==> src/rtl/pixel_pkg.sv <==
// pixel_pkg: shared FSM state encoding, point-operation codes and pixel geometry helper
package pixel_pkg;
  typedef enum logic [2:0] {IDLE, VSYNC, HSYNC, DATA, DONE} state_t;
  localparam logic [1:0] MODE_PASS = 2'd0;
  localparam logic [1:0] MODE_THRESH = 2'd1;
  localparam logic [1:0] MODE_INVERT = 2'd2;
  localparam logic [1:0] MODE_BRIGHT = 2'd3;
  function automatic int channels();
    return 3;
  endfunction
endpackage

==> src/rtl/pixel_point_op.sv <==
// pixel_point_op: combinational pass/threshold/invert/brightness on one {R,G,B} pixel
module pixel_point_op
  import pixel_pkg::*;
#(
  parameter int DATA_WIDTH = 8,
  localparam int PW = channels() * DATA_WIDTH
) (
  input  logic [1:0]            mode,
  input  logic [DATA_WIDTH-1:0] param,
  input  logic [PW-1:0]         pix_in,
  output logic [PW-1:0]         pix_out
);
  localparam int W2 = DATA_WIDTH + 2;
  logic [W2-1:0] sum, thr;
  logic [DATA_WIDTH-1:0] ch;
  logic [DATA_WIDTH:0] br;
  always_comb begin
    sum = '0;
    ch = '0;
    br = '0;
    pix_out = '0;
    for (int i = 0; i < channels(); i++) sum = sum + W2'(pix_in[i*DATA_WIDTH +: DATA_WIDTH]);
    thr = W2'(param) + W2'({param, 1'b0});
    for (int i = 0; i < channels(); i++) begin
      ch = pix_in[i*DATA_WIDTH +: DATA_WIDTH];
      br = {1'b0, ch} + {1'b0, param};
      pix_out[i*DATA_WIDTH +: DATA_WIDTH] = mode == MODE_PASS ? ch :
                                            mode == MODE_THRESH ? {DATA_WIDTH{sum > thr}} :
                                            mode == MODE_INVERT ? ~ch :
                                            br[DATA_WIDTH] ? '1 : br[DATA_WIDTH-1:0];
    end
  end
endmodule

==> src/rtl/pixel_stream_gen.sv <==
// pixel_stream_gen: frame/row sync generator streaming LANES point-processed pixels per beat
module pixel_stream_gen
  import pixel_pkg::*;
#(
  parameter int IMAGE_WIDTH = 768,
  parameter int IMAGE_HEIGHT = 512,
  parameter int DATA_WIDTH = 8,
  parameter int LANES = 2,
  parameter int START_DELAY = 100,
  parameter int HSYNC_DELAY = 160,
  localparam int BW = LANES * channels() * DATA_WIDTH,
  localparam int RW = $clog2(IMAGE_HEIGHT),
  localparam int CW = $clog2(IMAGE_WIDTH)
) (
  input  logic                  clk,
  input  logic                  reset,
  input  logic                  start,
  input  logic [1:0]            mode,
  input  logic [DATA_WIDTH-1:0] param_val,
  input  logic                  in_valid,
  output logic                  in_ready,
  input  logic [BW-1:0]         in_data,
  output logic                  out_valid,
  output logic [BW-1:0]         out_data,
  output logic                  vsync,
  output logic                  hsync,
  output logic [RW-1:0]         row,
  output logic [CW-1:0]         col,
  output logic                  done
);
  localparam int PW = channels() * DATA_WIDTH;
  localparam int DMAX = START_DELAY > HSYNC_DELAY ? START_DELAY : HSYNC_DELAY;
  localparam int DW = $clog2(DMAX + 1);
  state_t state, state_n;
  logic [DW-1:0] dly;
  logic [RW-1:0] row_cnt;
  logic [CW-1:0] col_cnt;
  logic [1:0] mode_q;
  logic [DATA_WIDTH-1:0] param_q;
  logic [BW-1:0] op_data;
  logic fire, row_end, last_row, dly_end;
  assign in_ready = state == DATA;
  // vsync covers DONE so the final beat still carries it; done is registered one cycle later
  assign vsync = state != IDLE;
  assign hsync = out_valid;
  assign fire = in_valid & in_ready;
  assign row_end = col_cnt == CW'(IMAGE_WIDTH - LANES);
  assign last_row = row_cnt == RW'(IMAGE_HEIGHT - 1);
  assign dly_end = dly == DW'((state == VSYNC ? START_DELAY : HSYNC_DELAY) - 1);
  always_comb begin
    state_n = state == IDLE ? (start ? VSYNC : IDLE) :
              state == VSYNC ? (dly_end ? HSYNC : VSYNC) :
              state == HSYNC ? (dly_end ? DATA : HSYNC) :
              state == DATA ? (fire && row_end ? (last_row ? DONE : HSYNC) : DATA) :
              IDLE;
  end
  always_ff @(posedge clk or posedge reset) begin
    if (reset) state <= IDLE;
    else state <= state_n;
  end
  always_ff @(posedge clk or posedge reset) begin
    if (reset) begin
      dly <= '0;
      row_cnt <= '0;
      col_cnt <= '0;
      mode_q <= MODE_PASS;
      param_q <= '0;
      out_valid <= 1'b0;
      out_data <= '0;
      row <= '0;
      col <= '0;
      done <= 1'b0;
    end else begin
      if (state == IDLE && start) begin
        mode_q <= mode;
        param_q <= param_val;
      end
      dly <= (state_n != state || (state != VSYNC && state != HSYNC)) ? '0 : dly + 1'b1;
      if (fire) begin
        col_cnt <= row_end ? '0 : col_cnt + CW'(LANES);
        if (row_end) row_cnt <= last_row ? '0 : row_cnt + 1'b1;
        out_data <= op_data;
        row <= row_cnt;
        col <= col_cnt;
      end
      out_valid <= fire;
      done <= state == DONE;
    end
  end
  for (genvar g = 0; g < LANES; g++) begin : g_lane
    pixel_point_op #(.DATA_WIDTH(DATA_WIDTH)) u_op (
      .mode(mode_q),
      .param(param_q),
      .pix_in(in_data[g*PW +: PW]),
      .pix_out(op_data[g*PW +: PW])
    );
  end
endmodule

==> config.mk <==
export PLATFORM = sky130hd
export DESIGN_NAME = pixel_stream_gen
export DESIGN_NICKNAME = d
export VERILOG_FILES = /design/src/rtl/pixel_pkg.sv /design/src/rtl/pixel_point_op.sv /design/src/rtl/pixel_stream_gen.sv
export SDC_FILE = /design/constraint.sdc
export NUM_CORES = 1
export LEC_CHECK = 0
export ABC_AREA = 1
export CAP_MARGIN = 0
export CORE_MARGIN = 4
export CORE_UTILIZATION = 57
export CTS_CLUSTER_SIZE = 16
export DETAILED_ROUTE_END_ITERATION = 7
export GPL_ROUTABILITY_DRIVEN = 0
export PLACE_DENSITY_LB_ADDON = 0.25
export SLEW_MARGIN = 30
export SYNTH_ARGS = -nofsm -noshare
export SYNTH_HDL_FRONTEND = slang
export SYNTH_HIERARCHICAL = 1
export SYNTH_SLANG_ARGS = --single-unit
==> constraint.sdc <==
create_clock -name clk -period 4.2 [get_ports clk]
set_clock_uncertainty 0.15 [all_clocks]
set_input_delay 0.63 -clock clk [delete_from_list [all_inputs] [get_ports clk]]
set_output_delay 0.63 -clock clk [all_outputs]
set_load 0.01 [all_outputs]
==> flow_summary.ini, run 1 <==
[outcome]
status = complete, no violations

[sta]
worst_pin_slew_ns = 0.7537
max_slew_margin_pct = 49.70
finalCritPeriodShare_pct = 97.20
finalHoldViolations = 0
max_freq_mhz = 245.0
setup_ws_ns = 0.1178
finalSetupViolCount = 0
maxSlewViolCount = 0
period_minus_slack_ns = 4.082
fin_hold_ws_ns = 0.3310

[grt]
first_global_vias = 9733
grt_pass1_wl_mm = 46.89
grt_overflow = 0
grt_max_degree = 58
groute.usage.overall_pct = 29.19
antenna_found_initial = 0

[power]
p_clk_share_pct = 30.6
swShare_pct = 31.36
ir_worst_vdd_uv = 252.6
p_int_w = 0.001820
p_sw_w = 0.0008313
pwr-share-seq_pct = 38.8
p_per_area_nw_per_um2 = 211.2
p_leak_nw = 6.994
p_comb_share_pct = 30.5

[routing]
ant_nets = 0
initialDrtViolationCount = 761
routed_wl_mm = 29.10
viasPerCell = 5.452
num_vias = 10220
wire_per_inst_um = 15.52
first_pass_iters = 5
drc_errors = 0

[cts]
clockRootBuffer = clkbuf_16
cts_tree = yes
worstSkewPairLatency_ns = 0.35
cts_hold_buf = 0
h-tree-depth = 3
cts_made_buffers = 9
clk_pin_slew_ns = 0.07
clock_path_buffers = 2
cts.sinks = 107

[logic_synthesis]
synth_nets = 1631
synthTopCellsByCount = nand2_1, inv_1, nor2_1
ys_seq_area_share_pct = 26.94
yosysWarnings = 6
yosysUniqueCellTypes = 42
synth_area_um2 = 9940
synth_area_leaders = dfrtp_1, nand2_1, ha_1, inv_1, a21oi_1
synth-edff-count = 0
ys_seq_elements = 107
synth.most_common_cell = nand2_1
syn_inst = 1439
synth_top_area_share_pct = 26.94
synthFlopType = dfrtp_1
syn_area_per_cell_um2 = 6.907
async_reset_ff_share_pct = 100.0
yosys.area.top_type = dfrtp_1

[worst_setup_path]
crit_arrival_ns = 4.18
reg2reg_slack_ns = 0.57
end_kind = flip-flop
crit_start = in_data[9]
reg2reg_from = param_q[1]$_DFFE_PP0P_
worstPathRequired_ns = 4.29
start_kind = primary input
path_max_fanout = 7
crit_type = in2reg

[die]
fp.dieW_um = 140.1
rows = 48
fp.dieH_um = 140.1
core-area_um2 = 17180
ios = 134
dieArea_um2 = 19610
initial_core_util_pct = 57.87

[run]
cap_violations = 0

[placed_design]
hpwlAfterDp_mm = 22.91
numPortBuffers = 132
pre_cts_ws_ns = -0.6531

[layout]
final_nets = 1838
area_growth_pct = 26.26
layout-drive-gt1-share_pct = 11.21
diodes = 0
fillers = 1404

[min_path]
hp-class = reg2reg
min_from = out_data[34]$_DFFE_PP0N_
==> sequential cells by signal, summed over array words and instances, names as in the netlist <==
name / flops
col: 9
col_cnt: 9
dly: 8
done: 1
hsync: 1
mode_q: 2
out_data: 48
param_q: 8
row: 9
row_cnt: 9
state: 3
==> critical path, cell delays in order <==
cell           delay, ns
dlygate4sd2_1       0.22
inv_2               0.05
fa_1                0.54
inv_1               0.05
ha_2                0.19
fa_2                0.36
nand3_2             0.09
nand3_2             0.08
a21oi_2             0.16
o21bai_2            0.09
a21oi_2             0.12
nor2_1              0.05
ha_1                0.31
nand2_2             0.09
nor2_4              0.13
nand3_1             0.10
nor2_1              0.16
nor2_1              0.08
nand2_2             0.14
nand2_4             0.10
nor2_1              0.13
a21oi_1             0.07
buf_4               0.13
nand2_1             0.05
nand2_1             0.05
==> stage by stage <==
stage                     std cells  total power [W]  cell area (um^2)  util, %  TNS [ns]
after floorplan                1439         0.001492              9940        -         0
after global placement         1857         0.001763             12090    70.36    -20.87
after detailed placement       1857         0.001786             12090    70.36    -26.60
after CTS                      1873         0.002613             12420    72.33         0
after global routing           1875         0.002796             12550    73.06   -0.2677
final                          1875         0.002651             12550    73.06         0
==> layout make-up <==
class                           instances  area (um^2)  share of cell area [%]
Timing Repair Buffer                  225         2054                   16.37
Clock inverter                          6        57.56                  0.4586
Sequential cell                       107         2678                   21.34
Tap cell                              225        281.5                   2.243
Multi-Input combinational cell       1115         6541                   52.12
Inverter                              188        711.9                   5.673
Clock buffer                            9        225.2                   1.795
==> kinds of logic after synthesis <==
family | count (synthesis) | synth area share [%]
muxes | 10 | 1.133
other | 1 | 0.03773
buffers and inverters | 218 | 8.761
AOI/OAI and AO/OA | 179 | 9.429
xor gates and xnor gates | 52 | 4.582
adders and majority gates | 130 | 18.33
DFF | 107 | 26.94
and+or+nand+nor | 742 | 30.79
==> final timing paths <==
check,to,cells after the start
hold / removal,out_data[34]$_DFFE_PP0N_,2
min in group asynchronous,out_data[10]$_DFFE_PP0N_,2
setup reg to reg,out_data[5]$_DFFE_PP0N_,22
setup / recovery,out_data[5]$_DFFE_PP0N_,25
hold reg to reg,out_data[34]$_DFFE_PP0N_,2
max in group asynchronous,out_data[27]$_DFFE_PP0N_,3
==> cells in the final DEF (no fill, tap or decap), types with 7 or more instances in the layout <==
cell type,n
buf_4,91
fa_1,22
a21oi_1,104
o21ai_0,46
nor3_1,7
a21oi_2,10
inv_2,12
nor2_1,124
xor2_1,37
clkbuf_16,9
mux2_2,10
xnor2_1,15
inv_1,172
nand2_1,479
nand2_2,8
ha_1,101
nand3b_1,8
dfrtp_1,107
nand4_1,12
nand3_1,81
clkdlybuf4s50_1,116
dlymetal6s2s_1,11
==> power groups by stage <==
stage | Clock (W) | Combinational, W | Sequential [W]
2_1_floorplan | 0 | 0.000442 | 0.00105
3_3_place_gp | 0 | 0.000713 | 0.00105
3_5_place_dp | 0 | 0.000736 | 0.00105
4_1_cts | 0.000822 | 0.000762 | 0.00103
5_1_grt | 0.000863 | 0.000904 | 0.00103
6_report | 0.000812 | 0.000809 | 0.00103
==> what timing repair did <==
action,4_1_cts,5_1_grt
setup buffers,0,2
hold endpoints to repair,0,0
cloned,1,0
pin swaps,16,17
endpoints found under the setup margin,47,47
resized for setup,27,37
==> metal layers <==
layer,part of all wire (%),vias up,GRT usage [%]
li1,-,4997,-
met1,41,4723,36.46
met2,48,410,49.61
met3,6.6,93,4.541
met4,4.9,0,13.87
met5,0,-,0
(Power assumes the default switching activity.)
==> inputs of run 2 (changes only) <==
--- a/config.mk
+++ b/config.mk
@@ -12,6 +12,7 @@
 export CTS_CLUSTER_SIZE = 16
 export DETAILED_ROUTE_END_ITERATION = 7
 export GPL_ROUTABILITY_DRIVEN = 0
+export GPL_TIMING_DRIVEN = 0
 export PLACE_DENSITY_LB_ADDON = 0.25
 export SLEW_MARGIN = 30
 export SYNTH_ARGS = -nofsm -noshare
==> run 2 against run 1 <==
Compared with the run above: design area shrank 4.4%; register-to-register slack worse by 0.21 ns; routed wire length fell by 4.4%; clock-buffer cell count did not move; hold slack got worse by 0.016 ns; flip-flop and latch count is the same; core utilization decreased by 3.2 points; via count down 3.4%; sequential share of layout area up 1.0 points; critical endpoint is now out_data[30]$_DFFE_PP0N_.
==> flow_summary.ini, run 2 (same netlist as run 1, synthesis figures left out) <==
[sta]
finalHoldViolations = 0
totalNegativeSetupSlack_ns = 0
maxSlewViolCount = 0
finalSetupViolCount = 0
finalCritPeriodShare_pct = 94.94
max_slew_margin_pct = 38.71
period_minus_slack_ns = 3.988
max_freq_mhz = 250.8
worst_pin_slew_ns = 0.9194

[routing]
first_pass_iters = 6
ant_nets = 0
num_vias = 9877
routed_wl_mm = 27.81
viasPerCell = 5.442
wire_per_inst_um = 15.32
initialDrtViolationCount = 683
drc_errors = 0

[layout]
area_growth_pct = 20.66
final_nets = 1778
layout-drive-gt1-share_pct = 6.730
diodes = 0
largest_register_ffs = 48
final_core_util_pct = 69.82
finish.instance_area_um2 = 11990
layout_commonest_cell = nand2_1
fillers = 1500
top_register = out_data
final_cell_mix = nand2_1, inv_1, nor2_1
instances_no_fill = 1815

[worst_setup_path]
r2r_end = out_data[12]$_DFFE_PP0N_
reg2reg_from = param_q[2]$_DFFE_PP0P_
r2r_cells = 20
crit_start = in_data[25]
crit_type = in2reg
slowest_delay_ns = 0.54
end_kind = flip-flop
cp_cell_sequence = clkbuf_2, inv_2, fa_1, inv_1, ha_1, fa_2, nand3_1, nand3_1, a21oi_2, o21bai_1, a21oi_1, nor2_1, ha_1, nand2_2, inv_1, a21oi_2, nand3_1, nand2_2, nand2_2, buf_6, nor2_1, a21oi_2, nand2_1, nand2_1
reg2reg_slack_ns = 0.36
worstPathRequired_ns = 4.30
crit_arrival_ns = 4.09
worstSetupEndpoint = out_data[30]$_DFFE_PP0N_
cpMaxStageDelayCell = fa_1
path_max_fanout = 10
start_kind = primary input

[die]
core-area_um2 = 17180
ios = 134
dieArea_um2 = 19610
fp.dieH_um = 140.1
fp.dieW_um = 140.1
rows = 48
initial_core_util_pct = 57.87

[grt]
grt_pass1_wl_mm = 45.08
grt_overflow = 0
first_global_vias = 9306
busiest_layer = met2
antenna_found_initial = 0
grt_util_met1_pct = 37.16
use_met2_pct = 45.99
groute.usage.overall_pct = 28.10
grt_max_degree = 61
gr-usage-met3_pct = 4.165

[power]
p_total_w = 0.002555
p_per_area_nw_per_um2 = 213.1
ir_worst_vdd_uv = 239.9
p_leak_nw = 6.712

[cts]
worstSkewPairLatency_ns = 0.35
cts_tree = yes
clock_path_buffers = 2
clk_pin_slew_ns = 0.08
h-tree-depth = 3
cts_hold_buf = 0
cts.sinks = 107
clockRootBuffer = clkbuf_16
cts_made_buffers = 9

[placed_design]
post-place-cells = 1797
hpwlAfterDp_mm = 21.46
numPortBuffers = 132
placed_area_um2 = 11570

[run]
cap_violations = 0

[outcome]
status = complete, no violations

[min_path]
hp-class = reg2reg
[run 2: changes by cell type in the layout (fill, tap and decap cells not counted), sizes merged, moves of 2 or more]
cell and delta:
clkdlybuf4s50 -19, buf -74, inv -2, dlymetal6s2s +8
clkinvlp +2, clkbuf +20, dlygate4sd2 +7
[run 2: how the worst min path moves through the flow]
stage	to	cells after the start	from
2_1_floorplan	dly[0]$_DFF_PP0_	1	dly[0]$_DFF_PP0_
3_3_place_gp	dly[0]$_DFF_PP0_	1	dly[0]$_DFF_PP0_
3_5_place_dp	dly[0]$_DFF_PP0_	1	dly[0]$_DFF_PP0_
4_1_cts	dly[0]$_DFF_PP0_	1	dly[0]$_DFF_PP0_
5_1_grt	dly[0]$_DFF_PP0_	1	dly[0]$_DFF_PP0_
6_report	dly[0]$_DFF_PP0_	1	dly[0]$_DFF_PP0_
[run 2: metal layers]
| metal | wire length (um) | vias up |
|---|---|---|
| li1 | - | 4865 |
| met1 | 11650 | 4503 |
| met2 | 12770 | 398 |
| met3 | 1907 | 111 |
| met4 | 1488 | 0 |
| met5 | 0 | - |
[run 2: final cells by class]
type	instances	area (um^2)	area share (%)
flip-flops and latches	107	2680	22.35
clock inverters	6	73.82	0.6155
clock buffers	9	225.2	1.878
multi-input cells	1114	6477	54.01
inverters	188	711.9	5.936
repair buffers	136	1379	11.50
plain buffers	30	163.9	1.367
well taps	225	281.5	2.347
[run 2: timing repair]
action / in CTS / in global routing
gates cloned: 0 / 0
buffers inserted: 0 / 3
endpoints found under the setup margin: 48 / 47
pin swaps: 0 / 5
gates resized for setup: 35 / 45
[run 2: worst max-delay path: cells and delay by family]
family                     cells  cell delay (ns)
AOI/OAI and AO/OA              5             0.62
adders and majority gates      4             1.41
and+or+nand+nor               10             0.95
buffers and inverters          5             0.45
[run 2: power breakdown]
group | total, W | leakage (nW) | internal, W | switching, W
clock | 0.000854 | 0.140 | 0.000466 | 0.000387
sequential | 0.00103 | 1.43 | 0.00103 | 0
combinational | 0.000672 | 5.14 | 0.000286 | 0.000386
[run 2: stage by stage]
| stage | setup slack [ns] | hold WS (ns) |
|---|---|---|
| 6_report | 0.2124 | 0.3148 |
| 5_1_grt | -0.02338 | 0.3430 |
| 4_1_cts | -0.004189 | 0.3163 |
| 3_5_place_dp | -0.8844 | 0.3065 |
| 3_3_place_gp | -0.9238 | 0.2999 |
| 2_1_floorplan | 0.2425 | 0.2829 |
==> inputs of run 3 (changes only) <==
--- a/config.mk
+++ b/config.mk
@@ -9,7 +9,7 @@
 export CAP_MARGIN = 0
 export CORE_MARGIN = 4
 export CORE_UTILIZATION = 57
-export CTS_CLUSTER_SIZE = 16
+export CTS_CLUSTER_SIZE = 20
 export DETAILED_ROUTE_END_ITERATION = 7
 export GPL_ROUTABILITY_DRIVEN = 0
 export GPL_TIMING_DRIVEN = 0
==> results of run 3 <==
Final layout, timing and power as in run 2 (identical DEF).
